$ cat src/rtl/mux_scan_ctrl.sv
// rtl/mux_scan_ctrl.sv - channel-scan sequencer driving a 4:1 mux and framing its samples
//
// Optional feature macro: MUX_SCAN_PARITY_EN (adds sample_parity output)
//
// Parameters:
//   DWELL        cycles spent on each enabled channel (1..255)
//   CNT_W        dwell counter width, must hold DWELL-1
// Ports:
//   clk           in   system clock, rising edge
//   rst           in   synchronous active-high reset
//   start         in   request a scan frame (acted on only when idle)
//   stop          in   abort the current scan
//   cont          in   continuous mode, sampled at frame end
//   ch_mask[3:0]  in   channel enables, latched at start
//   y_in          in   mux output fed back from the mux
//   sel0, sel1    out  mux select, {sel1,sel0} = channel
//   sample[3:0]   out  last completed frame, disabled channels read 0
//   sample_valid  out  one-cycle strobe when sample updates
//   busy          out  high while a frame is in progress
//   sample_parity out  XOR of sample bits (only with MUX_SCAN_PARITY_EN)

module mux_scan_ctrl #(
  parameter int DWELL = 4,
  parameter int CNT_W = 8
) (
  input  logic       clk,
  input  logic       rst,
  input  logic       start,
  input  logic       stop,
  input  logic       cont,
  input  logic [3:0] ch_mask,
  input  logic       y_in,
  output logic       sel0,
  output logic       sel1,
  output logic [3:0] sample,
  output logic       sample_valid,
  output logic       busy
`ifdef MUX_SCAN_PARITY_EN
  ,
  output logic       sample_parity
`endif
);

  typedef enum logic {
    S_IDLE = 1'b0,
    S_SCAN = 1'b1
  } state_t;

  localparam logic [CNT_W-1:0] DWELL_M1 = CNT_W'(DWELL - 1);

  state_t           state_q, state_d;
  logic [3:0]       mask_q, mask_d;
  logic [1:0]       ch_q, ch_d;
  logic [CNT_W-1:0] cnt_q, cnt_d;
  logic [3:0]       shadow_q, shadow_d;
  logic [3:0]       sample_q, sample_d;
  logic             valid_q, valid_d;
`ifdef MUX_SCAN_PARITY_EN
  logic             parity_q, parity_d;
`endif

  // Shadow with the current channel's capture merged in; used at every capture edge.
  logic [3:0]       captured;
  // {found, channel} of the next higher enabled channel above ch_q.
  logic [2:0]       nxt;

  function automatic logic [1:0] lowest_ch(input logic [3:0] m);
    logic [1:0] r;
    r = 2'd0;
    for (int i = 3; i >= 0; i--) begin
      if (m[i]) r = 2'(i);
    end
    return r;
  endfunction

  function automatic logic [2:0] next_ch(input logic [3:0] m, input logic [1:0] cur);
    logic [2:0] r;
    r = 3'b000;
    for (int i = 3; i >= 0; i--) begin
      if (m[i] && (2'(i) > cur)) r = {1'b1, 2'(i)};
    end
    return r;
  endfunction

  // State register
  always_ff @(posedge clk) begin
    if (rst) begin
      state_q  <= S_IDLE;
      mask_q   <= 4'b0000;
      ch_q     <= 2'd0;
      cnt_q    <= '0;
      shadow_q <= 4'b0000;
      sample_q <= 4'b0000;
      valid_q  <= 1'b0;
`ifdef MUX_SCAN_PARITY_EN
      parity_q <= 1'b0;
`endif
    end else begin
      state_q  <= state_d;
      mask_q   <= mask_d;
      ch_q     <= ch_d;
      cnt_q    <= cnt_d;
      shadow_q <= shadow_d;
      sample_q <= sample_d;
      valid_q  <= valid_d;
`ifdef MUX_SCAN_PARITY_EN
      parity_q <= parity_d;
`endif
    end
  end

  // Next-state logic
  always_comb begin
    state_d  = state_q;
    mask_d   = mask_q;
    ch_d     = ch_q;
    cnt_d    = cnt_q;
    shadow_d = shadow_q;
    sample_d = sample_q;
    valid_d  = 1'b0;
`ifdef MUX_SCAN_PARITY_EN
    parity_d = parity_q;
`endif
    captured       = shadow_q;
    captured[ch_q] = y_in;
    nxt            = next_ch(mask_q, ch_q);

    case (state_q)
      S_IDLE: begin
        // stop has priority over start; an empty mask is not a frame.
        if (start && !stop && (ch_mask != 4'b0000)) begin
          state_d  = S_SCAN;
          mask_d   = ch_mask;
          ch_d     = lowest_ch(ch_mask);
          cnt_d    = '0;
          shadow_d = 4'b0000;
        end
      end
      S_SCAN: begin
        if (stop) begin
          // Abort discards the partial frame; sample keeps its old value.
          state_d  = S_IDLE;
          ch_d     = 2'd0;
          cnt_d    = '0;
          shadow_d = 4'b0000;
        end else if (cnt_q == DWELL_M1) begin
          cnt_d = '0;
          if (nxt[2]) begin
            ch_d     = nxt[1:0];
            shadow_d = captured;
          end else begin
            // Frame end: publish including the capture made on this edge.
            sample_d = captured;
            valid_d  = 1'b1;
`ifdef MUX_SCAN_PARITY_EN
            parity_d = ^captured;
`endif
            shadow_d = 4'b0000;
            if (cont) begin
              ch_d = lowest_ch(mask_q);
            end else begin
              state_d = S_IDLE;
              ch_d    = 2'd0;
            end
          end
        end else begin
          cnt_d = cnt_q + 1'b1;
        end
      end
      default: begin
        state_d = S_IDLE;
      end
    endcase
  end

  // Output logic
  always_comb begin
    busy = (state_q == S_SCAN);
    sel0 = busy ? ch_q[0] : 1'b0;
    sel1 = busy ? ch_q[1] : 1'b0;
  end

  assign sample       = sample_q;
  assign sample_valid = valid_q;
`ifdef MUX_SCAN_PARITY_EN
  assign sample_parity = parity_q;
`endif

endmodule

$ cat config.mk
export PLATFORM = sky130hd
export DESIGN_NAME = mux_scan_ctrl
export DESIGN_NICKNAME = d
export VERILOG_FILES = /design/src/rtl/mux_scan_ctrl.sv
export SDC_FILE = /design/constraint.sdc
export NUM_CORES = 1
export LEC_CHECK = 0
export ABC_AREA = 1
export CORE_ASPECT_RATIO = 0.7
export CORE_MARGIN = 2
export CORE_UTILIZATION = 49
export CTS_CLUSTER_DIAMETER = 50
export DETAILED_ROUTE_END_ITERATION = 16
export PLACE_DENSITY = 0.75
export SYNTH_ARGS = -nofsm -noshare
export SYNTH_HDL_FRONTEND = slang
export SYNTH_SLANG_ARGS = --single-unit
export TNS_END_PERCENT = 100
$ cat constraint.sdc
create_clock -name clk -period 1.29 [get_ports clk]
set_input_delay 0.129 -clock clk [delete_from_list [all_inputs] [get_ports clk]]
set_output_delay 0.129 -clock clk [all_outputs]
set_load 0.02 [all_outputs]
==> reports/qor.yml <==
area_growth_syn_to_layout_pct: 54.1
swShare: 0.289
drive_gt1_frac: 0.344
layout_min_cycle_time_ns: 1.28
pwr-share-seq: 0.456
postCtsHoldBufs: 0
port_buffers: 17
io_pins: 18
power_frac_comb: 0.242
synth_seq_area_share: 0.342
insertion_delay_ns: 0.27
tightest_slew_ns: 0.346
synth_warnings: 0
max_slew_margin: 0.767
drt_iter0_drc: 92
cts.clk_slew.worst_paths_ns: 0.09
cts_tree: "done"
instances_no_fill: 321
p_switching_uw: 499
drcViolationCount: 0
wl_per_cell_um: 12.9
cp_data_arrival_time_ns: 1.46
num_rows: 16
max_freq_mhz: 779
worstPathMaxFanout: 4
netlist_area_um2: 1400
vias: 1662
dp.cells: 309
track_usage: 0.234
r2r_slack_ns: 0.007
syn_avg_cell_area_um2: 6.27
initial_core_util: 0.508
required_ns: 1.47
cts_buffers: 3
grt_pass1_vias: 1378
synth_cell_type_count: 23
fp.dieW_um: 68.0
slew_viol_final: 0
final_cell_mix: "nand2_1 (56), buf_4 (35), inv_1 (28)"
ant_nets: 0
h-tree-depth: 1
wl_um: 4150
clock_path_buffers: 2
min_period_over_period: 0.995
min_path_cells: 2
grt_pass1_wl_um: 5930
ir_drop_uv: 739
cellPowerDensity_nw_per_um2: 797
viasPerCell: 5.18
syn_inst: 224
diodes: 0
clock_power_share: 0.302
synth_top_area_share: 0.342
layout_commonest_cell: "nand2_1"
intPower_uw: 1230
hp-class: "flop to flop"
power.leakage_uw: 0.00101
rsz0062_at_grt: "true"
gp_congestion: 0.849
synthTopCellsByArea: "dfxtp_1 (34%), nand2_1 (16%), nor2_1 (9.9%)"
final_nets: 297
drv_cap: 0
critPathLaunchType: "flop"
fin_tns_setup_ns: 0
reg2reg_depth: 7
fin_skew_ns: 0.00225
die_h_um: 48.8
coreArea_um2: 2760
critPathKind: "flop to flop"
setup_viol: 0
syn_nets: 235
die_area_um2: 3320
overflow: 0
dp_hpwl_um: 2680
clock-sinks: 24
grt_antenna_before_repair: 0
endpoint_kind: "flop"
dr.pass1.iters: 5
ys_ff_latch: 24
status: "completed"
finalHoldViolCount: 0
yosysTopAreaCell: "dfxtp_1"
grt_max_degree: 14
postLayoutCellArea_um2: 2160
root_buffer: "clkbuf_8"
placedInstanceArea_um2: 1860
-- synth_stat cells (all sizes together) --
cell and count:
nand2 68, o21ai 12, a21oi 13, ha 1, clkinv 1, inv 32, nand3 23, nor2 42
buf 3, dfxtp 24, nand4 4, and2 1
-- what timing repair did --
item,4_1_cts,5_1_grt
setup endpoints to repair,21,23
pin swaps,7,15
cloned,0,0
gates resized for setup,22,42
setup buffers,3,5
-- kinds of logic (layout without fill, tap and decap cells) --
group	count (synthesis)	in the layout	synth area share
and+or+nand+nor	138	138	0.449
buffers and inverters	36	97	0.105
AOI/OAI and AO/OA	25	25	0.0945
DFF	24	24	0.342
adders and majority gates	1	1	0.00891
-- worst max-delay path, stage by stage, from the launching register on --
cell	delay, ns
dfxtp_2	0.36
ha_4	0.16
nand3_1	0.13
nor2_4	0.16
buf_6	0.14
nand4_1	0.12
nand2_1	0.10
nor2_1	0.04
-- registers in the layout, indices dropped and copies added, names as in the netlist --
signal        flops
cnt_q             8
ch_q              2
mask_q            4
busy              1
shadow_q          4
sample_valid      1
sample            4
-- power by group through the flow --
stage | combinational [uW] | sequential (uW) | clock [uW]
after floorplan | 181 | 800 | 0
after global placement | 305 | 800 | 0
after detailed placement | 308 | 801 | 0
after CTS | 336 | 786 | 526
after global routing | 452 | 790 | 550
final | 417 | 787 | 521
-- through the flow --
step	hold WS, ns	power (uW)	setup WS [ns]	utilization
finish	0.465	1720	0.00658	0.783
global route	0.495	1790	-0.113	0.783
CTS	0.480	1650	-0.00132	0.719
detailed placement	0.464	1110	-0.209	0.674
global placement	0.462	1110	-0.185	0.674
floorplan	0.316	981	0.0182	-
-- worst paths after layout --
path                                  start           to
worst max-delay path               cnt_q[1]    sample[1]
worst min-delay path            shadow_q[0]  shadow_q[0]
worst max register to register     cnt_q[1]    sample[1]
worst min register to register  shadow_q[0]  shadow_q[0]
-- layout make-up --
type                            instances  area (um2)
Clock buffer                            4        55.1
Fill cell                             179         599
Inverter                               33         126
Multi-Input combinational cell        164         928
Sequential cell                        24         495
Tap cell                               36        45.0
Timing Repair Buffer                   60         513
-- layer usage --
layer | vias to the layer above | part of all wire | global-route usage
li1 | 825 | - | -
met1 | 752 | 0.42 | 0.332
met2 | 69 | 0.48 | 0.367
met3 | 16 | 0.073 | 0.0554
met4 | 0 | 0.026 | 0.0333
met5 | - | 0 | 0
No activity file was read; power rests on OpenSTA's default activity.
